<file path="src/rtl/traffic_phase_scheduler.sv">
// Sensor- and pedestrian-actuated phase sequencer for a main/side road intersection.
// Optional flashing-yellow mode is compiled in with `define FLASH_MODE_EN.
module traffic_phase_scheduler #(
  parameter int unsigned MAIN_MIN = 10,
  parameter int unsigned YELLOW   = 3,
  parameter int unsigned ALL_RED  = 1,
  parameter int unsigned SIDE_MIN = 4,
  parameter int unsigned SIDE_MAX = 12,
  parameter int unsigned WALK     = 6
) (
  input  logic       clk,
  input  logic       rst,
  input  logic       tick,
  input  logic       side_sensor,
  input  logic       ped_req,
`ifdef FLASH_MODE_EN
  input  logic       flash_req,
`endif
  output logic [2:0] main_road,
  output logic [2:0] side_road,
  output logic       ped_walk,
  output logic [2:0] phase
);

  localparam logic [2:0] StMg  = 3'd0;
  localparam logic [2:0] StMy  = 3'd1;
  localparam logic [2:0] StAra = 3'd2;
  localparam logic [2:0] StPw  = 3'd3;
  localparam logic [2:0] StSg  = 3'd4;
  localparam logic [2:0] StSy  = 3'd5;
  localparam logic [2:0] StArb = 3'd6;

  localparam logic [2:0] LampRed = 3'b100;
  localparam logic [2:0] LampYel = 3'b010;
  localparam logic [2:0] LampGrn = 3'b001;

  localparam int unsigned Max1 = (MAIN_MIN > YELLOW) ? MAIN_MIN : YELLOW;
  localparam int unsigned Max2 = (ALL_RED > SIDE_MIN) ? ALL_RED : SIDE_MIN;
  localparam int unsigned Max3 = (SIDE_MAX > WALK) ? SIDE_MAX : WALK;
  localparam int unsigned Max4 = (Max1 > Max2) ? Max1 : Max2;
  localparam int unsigned MaxP = (Max4 > Max3) ? Max4 : Max3;
  localparam int unsigned TW   = $clog2(MaxP) + 1;

  localparam logic [TW-1:0] TimerMax   = TW'(MaxP);
  localparam logic [TW-1:0] MainLast   = TW'(MAIN_MIN - 1);
  localparam logic [TW-1:0] YelLast    = TW'(YELLOW - 1);
  localparam logic [TW-1:0] RedLast    = TW'(ALL_RED - 1);
  localparam logic [TW-1:0] SideMinLst = TW'(SIDE_MIN - 1);
  localparam logic [TW-1:0] SideMaxLst = TW'(SIDE_MAX - 1);
  localparam logic [TW-1:0] WalkLast   = TW'(WALK - 1);

  logic [2:0]    r_state;
  logic [TW-1:0] r_timer;
  logic          r_ped_pending;
  logic          r_side_prio;
  logic [2:0]    r_main_road;
  logic [2:0]    r_side_road;
  logic          r_ped_walk;

  logic [2:0]    w_state_d;
  logic          w_change;
  logic          w_enter_pw;
  logic          w_enter_sg;
  logic [2:0]    w_main_d;
  logic [2:0]    w_side_d;
  logic          w_walk_d;

`ifdef FLASH_MODE_EN
  logic          r_flash_on;
  logic          w_flash_on_d;

  // Lamps are lit on FL entry and then blink on every tick.
  assign w_flash_on_d = (r_state != 3'd7) ? 1'b1 : (tick ? ~r_flash_on : r_flash_on);
`endif

  always_comb begin
    w_state_d = r_state;
    case (r_state)
      StMg:  if (tick && r_timer >= MainLast && (side_sensor || r_ped_pending)) w_state_d = StMy;
      StMy:  if (tick && r_timer >= YelLast) w_state_d = StAra;
      StAra: if (tick && r_timer >= RedLast) begin
        w_state_d = (r_ped_pending && !r_side_prio) ? StPw : StSg;
      end
      StPw:  if (tick && r_timer >= WalkLast) w_state_d = StArb;
      StSg:  if (tick && (r_timer >= SideMaxLst || (r_timer >= SideMinLst && !side_sensor))) begin
        w_state_d = StSy;
      end
      StSy:  if (tick && r_timer >= YelLast) w_state_d = StArb;
      StArb: if (tick && r_timer >= RedLast) w_state_d = StMg;
`ifdef FLASH_MODE_EN
      default: if (!flash_req) w_state_d = StArb;
`else
      default: w_state_d = StArb;
`endif
    endcase
`ifdef FLASH_MODE_EN
    if (flash_req) w_state_d = 3'd7;
`endif
  end

  assign w_change   = (w_state_d != r_state);
  assign w_enter_pw = w_change && (w_state_d == StPw);
  assign w_enter_sg = w_change && (w_state_d == StSg);

  // Outputs are decoded from the next state so they register on the same edge as it.
  always_comb begin
    w_main_d = LampRed;
    w_side_d = LampRed;
    w_walk_d = 1'b0;
    case (w_state_d)
      StMg: w_main_d = LampGrn;
      StMy: w_main_d = LampYel;
      StPw: w_walk_d = 1'b1;
      StSg: w_side_d = LampGrn;
      StSy: w_side_d = LampYel;
`ifdef FLASH_MODE_EN
      3'd7: begin
        w_main_d = w_flash_on_d ? LampYel : 3'b000;
        w_side_d = w_flash_on_d ? LampRed : 3'b000;
      end
`endif
      default: ;
    endcase
  end

  always_ff @(posedge clk) begin
    if (rst) begin
      r_state       <= StMg;
      r_timer       <= '0;
      r_ped_pending <= 1'b0;
      r_side_prio   <= 1'b0;
      r_main_road   <= LampGrn;
      r_side_road   <= LampRed;
      r_ped_walk    <= 1'b0;
    end else begin
      r_state <= w_state_d;
      if (w_change) begin
        r_timer <= '0;
      end else if (tick && r_timer != TimerMax) begin
        r_timer <= r_timer + 1'b1;
      end
      r_ped_pending <= ped_req | (r_ped_pending & ~w_enter_pw);
      // Prevents a second consecutive walk phase while side traffic waits.
      if (w_enter_pw && side_sensor) begin
        r_side_prio <= 1'b1;
      end else if (w_enter_sg) begin
        r_side_prio <= 1'b0;
      end
      r_main_road <= w_main_d;
      r_side_road <= w_side_d;
      r_ped_walk  <= w_walk_d;
    end
  end

`ifdef FLASH_MODE_EN
  always_ff @(posedge clk) begin
    if (rst) begin
      r_flash_on <= 1'b0;
    end else begin
      r_flash_on <= w_flash_on_d;
    end
  end
`endif

  assign main_road = r_main_road;
  assign side_road = r_side_road;
  assign ped_walk  = r_ped_walk;
  assign phase     = r_state;

endmodule

</file>
<file path="config.mk">
export PLATFORM = sky130hd
export DESIGN_NAME = traffic_phase_scheduler
export DESIGN_NICKNAME = d
export VERILOG_FILES = /design/src/rtl/traffic_phase_scheduler.sv
export SDC_FILE = /design/constraint.sdc
export NUM_CORES = 1
export LEC_CHECK = 0
export BUFFER_PORTS_ARGS = -buffer_cell sky130_fd_sc_hd__clkbuf_2
export CORE_AREA = 2 2 45 47
export DETAILED_ROUTE_END_ITERATION = 12
export DIE_AREA = 0 0 47 49
export GPL_ROUTABILITY_DRIVEN = 0
export PLACE_DENSITY_LB_ADDON = 0.3
export RECOVER_POWER = 25
export SLEW_MARGIN = 10
export SYNTH_ARGS = -nofsm -noshare
export SYNTH_HDL_FRONTEND = slang
export SYNTH_SLANG_ARGS = --single-unit
</file>
<file path="constraint.sdc">
create_clock -name clk -period 4.7 [get_ports clk]
set_clock_uncertainty 0.2 [all_clocks]
set_input_delay 0.235 -clock clk [delete_from_list [all_inputs] [get_ports clk]]
set_output_delay 0.235 -clock clk [all_outputs]
set_load 0.01 [all_outputs]
</file>
-- Word-level counts from Yosys, hierarchy flattened
Index checks and enable logic that the tools add are counted.
- bitwise gates (word level): 3
- $lt $le $gt $ge: 6
- equality and inequality tests: 12
- reduce and logical (&&, ||, !) cells: 20
- mux-type cells: 14
- add/sub/neg operators: 1
- operators by type and width (cell ; number):
    3-bit 2-to-1 mux ; 8
    3-bit case mux with 7 select lines ; 1
    3-bit == test (second input constant) ; 5
    1-bit logical AND ; 12
    3-bit case mux with 2 select lines ; 2
    5-bit by 2-bit >= comparator with 1-bit output (second input constant) ; 2
    5-bit by 4-bit >= comparator with 1-bit output (second input constant) ; 2
    3-bit by 2-bit == test with 1-bit output (second input constant) ; 3
    3-bit by 1-bit == test with 1-bit output (second input constant) ; 2
    3-bit zero test ; 2
    5-bit by 1-bit adder with 5-bit output (second input constant) ; 1
    5-bit by 1-bit >= comparator with 1-bit output (second input constant) ; 1
    5-bit by 3-bit >= comparator with 1-bit output (second input constant) ; 1
    5-bit by 4-bit != test with 1-bit output (second input constant) ; 1
    1-bit 2-to-1 mux ; 3
    3-bit != test ; 1
    1-bit zero test ; 2
    1-bit logical OR ; 2
    2-bit nonzero test ; 1
    2-bit OR reduction ; 1
    1-bit AND ; 1
    1-bit NOT ; 1
    1-bit bitwise OR ; 1
- input port bits: 5
- output and inout port bits: 10
- register bits after elaboration: 17
- word-level logic and storage cells: 63

-- Depth between registers and ports, before layout
Gate-level depths: netlist of run 1.
- depth after elaboration: 11
- mapped depth: 8
- gate-level depth less buffers: 7

-- Worst setup path before layout of run 1
No wires, ideal clock.
- path type: reg2reg
- from: register r_timer[1]
- to: register r_timer[0]
- clock period less this slack: 2.092 ns
- data required time: 4.428 ns
- buffers on the path: 1
- setup time: 0.072 ns
- stages on the path, launching flop included: 9
- data arrival time: 1.820 ns
- path slack: 2.608 ns
- cell sequence: dfxtp_1 > inv_1 > ha_1 > nor3_1 > a211oi_1 > a41o_1 > a221oi_2 > buf_4 > mux2i_1
- cells in the longest elaborated chain, start to end: 8
- elaborated cells on any way between the ends: 26
- classes of those cells: 6 x order compare; 2 x eq/ne; 8 x mux; 10 x reduce/logical
- ends and longest elaborated chain (item ; line ; text):
    start: declaration ; 53 ; logic [TW-1:0] r_timer;
    start signal: assignment ; 140 ; r_timer <= r_timer + 1'b1;
    5-bit by 2-bit >= comparator with 1-bit output ; 85 ; StSg: if (tick && (r_timer >= SideMaxLst || (r_timer >= SideMinLst && !side_sensor))) begin
    1-bit logical AND ; 85 ;
    1-bit logical OR ; 85 ;
    1-bit logical AND ; 85 ;
    3-bit 2-to-1 mux ; 85 ;
    3-bit case mux with 7 select lines ; 78 ; case (r_state)
    3-bit != test ; 101 ; assign w_change = (w_state_d != r_state);
    2-bit OR reduction (no source line) ; -- ;
Several ways; a longest one is shown, not always the timed one.
A chain may end at the register's enable or synchronous reset.

-- Worst setup path after layout of run 1
- from: register r_timer[1]
- to: register r_side_road[0], in the netlist side_road[0]
- cells in the longest elaborated chain, start to end: 8
- elaborated cells on any way between the ends: 25
- classes of those cells: 6 x order compare; 2 x eq/ne; 9 x mux; 8 x reduce/logical
- ends and longest elaborated chain (item ; line ; text):
    5-bit by 2-bit >= comparator with 1-bit output ; 85 ;
    1-bit logical AND ; 85 ;
    1-bit logical OR ; 85 ;
    1-bit logical AND ; 85 ;
    3-bit 2-to-1 mux ; 85 ;
    3-bit case mux with 7 select lines (*) ; 78 ;
    3-bit == test ; 110 ; case (w_state_d)
    3-bit case mux with 2 select lines (*) ; 110 ;
    end signal: assignment ; 133 ; r_side_road <= LampRed;
    end signal: assignment ; 150 ; r_side_road <= w_side_d;
    end: declaration ; 57 ; logic [2:0] r_side_road;
Mark *: on every way between the ends. The rest lies on a longest branch, timed or not.

==> out/qor.csv, run 1 <==
stage,metric,value,unit
status,status,"finished, final reports clean",
drt,wl_per_cell,12.4,um
power,max-vdd-ir-drop,285,uV
final_layout,drive_gt1_share,15.9,%
synthesis,syn-instance-count,112,
synthesis,synth_area_leaders,"dfxtp_1 (35%), nand3b_1 (5.3%), ha_1 (5.1%), mux2i_1 (5.1%), nand2_1 (3.4%)",
power,clkPwrFrac,28.5,%
drt,route.detailed.drc,0,
synthesis,synth_edf_count,0,
critical_path,critical_path.max_stage_delay,0.78,ns
final_layout,antenna_cells,0,
sta,rsz0062_at_grt,false,
synthesis,synth_top_flop_cell,dfxtp_1,
sta,slew_viol_final,0,
clock_tree,cts_sinks,17,
clock_tree,h-tree-depth,1,
placement,hpwl,1430,um
synthesis,syn_area,985,um^2
synthesis,synth_common_cells,"dfxtp_1 (17), nand2_1 (9), nor2_1 (8), nand3b_1 (7)",
die,core_area,1840,um^2
synthesis,synth_nets,121,
critical_path,worstPathRequired,4.72,ns
synthesis,ys_warn_count,0,
critical_path,cp_cell_sequence,inv_1 -> ha_1 -> nor3_1 -> a211oi_1 -> a41o_1 -> a221oi_2 -> and3_1,
grt,grt_pass1_wl,3370,um
grt,busiest_layer,met2,
sta,clock.fmax,373,MHz
clock_tree,clk_pin_slew,0.09,ns
final_layout,syn_to_final_growth,11.1,%
die,die_x,47,um
grt,grt_overflow,0,
sta,tightest_slew,0.923,ns
drt,viasPerCell,5.54,
synthesis,synth_most_common_cell,dfxtp_1,
sta,fin_hold_ws,0.0804,ns
clock_tree,cts_root_buf,clkbuf_4,
critical_path,endpoint_kind,flip-flop,
critical_path,crit_buf_inv,1,
die,start_util,53.5,%
sta,setup_violations,0,
hold_path,worstHoldPathType,in2reg,
clock_tree,cts_tree,yes,
die,dieArea,2300,um^2
placement,dp_cells,148,
clock_tree,cts_buffers,3,
drt,drt-pass1-iter-count,4,
die,die_y,49,um
final_layout,nFillCells,172,
critical_path,slowest_stage,a221oi_2,
clock_tree,clockBufferDepth,2,
critical_path,startpoint_type,flip-flop,
grt,antenna_found_initial,0,
drt,ant_nets,0,
drt,dr_total_vias,848,
die,ios,15,
power,powerDensity,237,nW/um^2
critical_path,cp_top_family,compound AO/OA/AOI/OAI gates,
sta,fin_crit_sh,57.1,%
critical_path,critPathKind,reg2reg,
grt,use_met2,29.7,%
sta,fin_setup_tns,0,ns
power,cellInternalPower,0.193,mW
sta,min_period,2.68,ns
synthesis,syn_avg_cell_area,8.79,um^2
drt,drt_iter0_markers,9,
grt,grt_use_met3,5.93,%
final_layout,final_core_util,59.4,%
die,rows,16,
sta,final_hold_viol_count,0,
power,switching_share,25.5,%
critical_path,crit_path_max_fanout,11,
clock_tree,clock_latency,0.28,ns
power,combPwrFrac,12.5,%
sta,slew_headroom,38.5,%
synthesis,postSynth.asyncResetShare,0,%
critical_path,arrival,2.70,ns
synthesis,yosys.area.top_type,dfxtp_1,
final_layout,finalNetCount,136,
placement,io_buffers,14,
synthesis,synth.top_cell.area_share,34.6,%
power,p_seq_share,59.0,%
power,power.switching,0.0660,mW
grt,grt.met1_usage,27.0,%
flow_run,drv_cap,0,
synthesis,yosysSeqAreaShare,34.6,%
final_layout,fin_cells,153,
power,p_leak,0.460,nW
grt,grt_pass1_vias,794,
grt,grt_max_degree,18,
synthesis,synthDistinctLibCells,42,
drt,routed_wl,1900,um
synthesis,ys_seq_elements,17,
grt,grtUsageTotal,19.4,%
-- area by class of cell --
type | instances | area (um^2) | area share (%)
clock buffer | 3 | 22.5 | 2.06
clock inverter | 1 | 5.00 | 0.458
inverter | 4 | 15.0 | 1.37
multi-input combinational | 86 | 604 | 55.3
sequential | 17 | 340 | 31.1
tap | 27 | 33.8 | 3.09
timing repair buffer | 15 | 72.6 | 6.64
-- flip-flops by register name, summed over array words and instances (netlist names) --
name / count
r_ped_pending: 1
phase: 3
ped_walk: 1
side_road: 3
r_timer: 5
main_road: 3
r_side_prio: 1
-- through the flow --
stage | power [mW] | setup WS, ns | area [um^2]
global placement | 0.186 | 2.13 | 1060
global route | 0.276 | 1.79 | 1090
finish | 0.259 | 2.02 | 1090
detailed placement | 0.188 | 2.02 | 1060
CTS | 0.262 | 2.01 | 1100
floorplan | 0.180 | 2.61 | 985
-- kinds of logic (layout without fill, tap and decap cells) --
logic type	after synthesis	after routing	share of synthesized area, %
AOI/OAI and AO/OA	22	22	16.6
and+or+nand+nor	52	52	31.4
buffers and inverters	9	23	4.07
adders and majority gates	4	4	5.08
DFF	17	17	34.6
xor gates and xnor gates	1	1	0.890
muxes	7	7	7.37
-- cells in the final DEF (no fill, tap or decap), types with 4 or more instances in the layout --
cell type  instances
mux2i_1            5
ha_1               4
a21oi_1            4
dfxtp_1           17
nand3_1            5
nor2_1             8
nor3_1             5
clkbuf_2           8
inv_1              4
clkbuf_1           6
nand3b_1           7
nand2_1            9
-- metal layers --
| metal | vias to the layer above | part of all wire (%) |
|---|---|---|
| li1 | 433 | - |
| met1 | 393 | 46 |
| met2 | 20 | 48 |
| met3 | 2 | 4.6 |
| met4 | 0 | 0.84 |
| met5 | - | 0 |
-- path summary, 6_finish.rpt --
kind / slack, ns / cells past startpoint / to / start
max: 2.02 / 7 / side_road[0]$_SDFF_PP0_ / r_timer[1]$_SDFFE_PP0P_
min: 0.08 / 2 / r_ped_pending$_SDFF_PP0_ / rst
max reg2reg: 2.02 / 7 / side_road[0]$_SDFF_PP0_ / r_timer[1]$_SDFFE_PP0P_
min reg2reg: 0.33 / 2 / r_ped_pending$_SDFF_PP0_ / r_ped_pending$_SDFF_PP0_
-- timing repair --
| item | CTS | global route |
|---|---|---|
| hold buffers | 1 | 0 |
| gates resized for setup | 0 | 0 |
| hold endpoints to repair | 1 | 0 |
| buffers inserted | 0 | 0 |
-- power by group through the flow --
stage	sequential, mW	clock, mW	combinational, mW
finish	0.153	0.0739	0.0323
global route	0.154	0.0853	0.0368
CTS	0.153	0.0769	0.0326
detailed placement	0.156	0	0.0318
global placement	0.156	0	0.0304
floorplan	0.154	0	0.0254
No activity file was read; power rests on OpenSTA's default activity.
==> run 2, diff against run 1 <==
Settings changed: CORE_AREA 2 2 45 47 to 2 2 48 50, DIE_AREA 0 0 47 49 to 0 0 50 52.
Clock period 4.7 ns to 2.4 ns, I/O delays scaled along.
==> run 2 against run 1 <==
Effect of this change:
- sequential share of layout area decreased by 1.6 points
- routed wire length rose by 3.8%
- sequential power increased by 96%
- highest routed layer unchanged
- global-route usage decreased by 1.9 points
- non-clock buffer count grew 7
- worst setup slack got worse by 1.9 ns
- combinational power increased by 120%
- critical path depth shrank 2
- clock power up 100%
==> out/qor.csv, run 2 (synthesis results as in run 1) <==
stage,metric,value,unit,change
sta,setup_violations,0,,unchanged
clock_tree,cts_root_buf,clkbuf_4,,
power,max-vdd-ir-drop,331,uV,+16%
power,power.switching,0.138,mW,+110%
hold_path,whs_path_depth,5,,+3
sta,final_hold_viol_count,0,,unchanged
sta,slew_viol_final,0,,unchanged
critical_path,critical_path.max_stage_delay,0.56,ns,-0.22 ns
critical_path,startpoint_type,flip-flop,,
drt,route.detailed.drc,0,,unchanged
drt,wl_per_cell,12.2,um,-1.4%
grt,grt_pass1_vias,742,,-6.5%
critical_path,r2r-end,r_ped_pending$_SDFF_PP0_,,
grt,grt_max_degree,18,,unchanged
drt,routed_wl,1970,um,+3.8%
clock_tree,cts_tree,yes,,
sta,rsz0062_at_grt,false,,
flow_run,drv_cap,0,,unchanged
die,dieArea,2600,um^2,+13%
drt,viasPerCell,5.37,,-3.1%
clock_tree,clockBufferDepth,2,,unchanged
final_layout,finalNetCount,143,,+5.1%
clock_tree,cts_sinks,17,,unchanged
final_layout,fin_cells,161,,+5.2%
final_layout,antenna_cells,0,,unchanged
die,core_area,2110,um^2,+14%
grt,grtUsageTotal,17.5,%,-1.9 points
placement,io_buffers,14,,unchanged
power,powerDensity,449,nW/um^2,+90%
grt,grt_overflow,0,,unchanged
hold_path,holdPathEnd,r_side_prio$_SDFFE_PP0P_,,
hold_path,worstHoldStart,side_sensor,,
critical_path,endpoint_kind,flip-flop,,
critical_path,reg2regPathDepth,5,,-2
die,start_util,46.8,%,-6.7 points
status,status,"finished, final reports clean",,
critical_path,worst-path-stages,5,,-2
sta,slew_headroom,61.6,%,+23 points
final_layout,largest_register_ffs,5,,unchanged
final_layout,final_core_util,55.0,%,-4.4 points
critical_path,critPathKind,reg2reg,,
power,cellInternalPower,0.383,mW,+98%
die,die_x,50,um,+6.4%
clock_tree,clock_latency,0.29,ns,about the same
clock_tree,h-tree-depth,1,,unchanged
power,p_seq_share,57.6,%,-1.4 points
die,rows,17,,+1
clock_tree,cts_buffers,3,,unchanged
power,p_leak,0.492,nW,+7.0%
critical_path,arrival,2.23,ns,-0.47 ns
sta,min_period,2.25,ns,-0.434 ns
clock_tree,clk_pin_slew,0.10,ns,about the same
final_layout,regMostFlops,r_timer,,
drt,drt_iter0_markers,8,,-1
power,clkPwrFrac,29.0,%,+0.5 points
drt,drt-pass1-iter-count,4,,unchanged
final_layout,layout.cells.most_common,dfxtp_1,,
critical_path,reg2reg_setup_slack,0.15,ns,-1.87 ns
die,ios,15,,unchanged
sta,fin_setup_tns,0,ns,unchanged
placement,hpwl,1450,um,+1.1%
grt,antenna_found_initial,0,,unchanged
final_layout,drive_gt1_share,20.3,%,+4.4 points
critical_path,cp_top_family,simple AND/OR/NAND/NOR gates,,
critical_path,crit_buf_inv,1,,unchanged
final_layout,nFillCells,211,,+23%
drt,dr_total_vias,865,,+2.0%
power,combPwrFrac,13.4,%,+0.9 points
critical_path,cp_cell_sequence,nand3b_1 -> or2_2 -> o21ai_0 -> a21oi_1 -> dlygate4sd3_1,,
drt,ant_nets,0,,unchanged
critical_path,crit_path_max_fanout,17,,+6
placement,dp_cells,151,,+2.0%
critical_path,worstPathRequired,2.38,ns,-2.34 ns
power,switching_share,26.5,%,+0.97 points
sta,fin_crit_sh,93.7,%,+37 points
critical_path,reg2reg_from,phase[0]$_SDFF_PP0_,,
grt,grt_pass1_wl,3440,um,+2.0%
critical_path,slowest_stage,dlygate4sd3_1,,
final_layout,layout_common_cells,"dfxtp_1 (16), nand2_1 (9), nor2_1 (8), clkbuf_2 (8), nand3b_1 (7)",,
hold_path,worstHoldPathType,in2reg,,
final_layout,syn_to_final_growth,17.7,%,
sta,clock.fmax,445,MHz,+19%
sta,tightest_slew,0.574,ns,-0.349 ns
die,die_y,52,um,+6.1%
-- run 2: cell count changes in the layout (fill, tap and decap cells not counted) --
cell,change
nor3_2,+1
buf_4,+5
dlygate4sd3_1,+2
dfxtp_2,+1
nor3_1,-1
dfxtp_1,-1
-- run 2: area by class of cell --
class / instances / area (um^2) / area share (%)
clock buffers: 3 / 22.5 / 1.94
flip-flops and latches: 17 / 342 / 29.5
clock inverters: 1 / 5.00 / 0.432
repair buffers: 22 / 130 / 11.2
multi-input cells: 86 / 609 / 52.6
well taps: 28 / 35.0 / 3.02
inverters: 4 / 15.0 / 1.30
-- run 2: power by group through the flow --
stage / registers (mW) / clock network (mW) / logic [mW]
after detailed placement: 0.306 / 0 / 0.0618
after global placement: 0.305 / 0 / 0.0594
after global routing: 0.301 / 0.169 / 0.0794
after floorplan: 0.302 / 0 / 0.0497
after CTS: 0.299 / 0.158 / 0.0663
final: 0.300 / 0.151 / 0.0697
-- run 2: worst max-delay path by stage --
stage	startpoint	end
floorplan	r_timer[1]$_SDFFE_PP0P_	r_timer[0]$_SDFFE_PP0P_
global placement	r_timer[1]$_SDFFE_PP0P_	r_timer[1]$_SDFFE_PP0P_
detailed placement	r_timer[0]$_SDFFE_PP0P_	r_timer[0]$_SDFFE_PP0P_
CTS	r_timer[0]$_SDFFE_PP0P_	r_timer[0]$_SDFFE_PP0P_
global route	phase[0]$_SDFF_PP0_	r_ped_pending$_SDFF_PP0_
finish	phase[0]$_SDFF_PP0_	r_ped_pending$_SDFF_PP0_
-- run 2: per-layer routing --
metal  track usage (%)  vias to the layer above  wire, um
li1                  -                      452         -
met1              24.3                      398       999
met2              26.5                       13       893
met3              2.59                        2        66
met4              8.33                        0        12
met5                 0                        -         0
-- run 2: worst min-delay path: cells and delay by family --
kind | cells | cell delay (ns)
simple gates | 3 | 0.15
compound gates | 1 | 0.12
buf+inv | 1 | 0.11
-- run 2: timing repair --
item	in CTS	in global routing
endpoints found under the hold margin	8	0
setup buffers	0	3
setup endpoints to repair	0	8
hold buffers	3	0
gates resized for setup	0	2
-- run 2: metrics by stage --
| step | instance area (um^2) | setup slack, ns | hold WS, ns | power, mW |
|---|---|---|---|---|
| after CTS | 1140 | 0.111 | 0.0396 | 0.523 |
| after global placement | 1080 | 0.222 | 0.137 | 0.364 |
| after global routing | 1160 | 0.0173 | 0.0560 | 0.550 |
| after floorplan | 985 | 0.308 | 0.0495 | 0.352 |
| after detailed placement | 1080 | 0.142 | 0.147 | 0.367 |
| final | 1160 | 0.152 | 0.0528 | 0.521 |
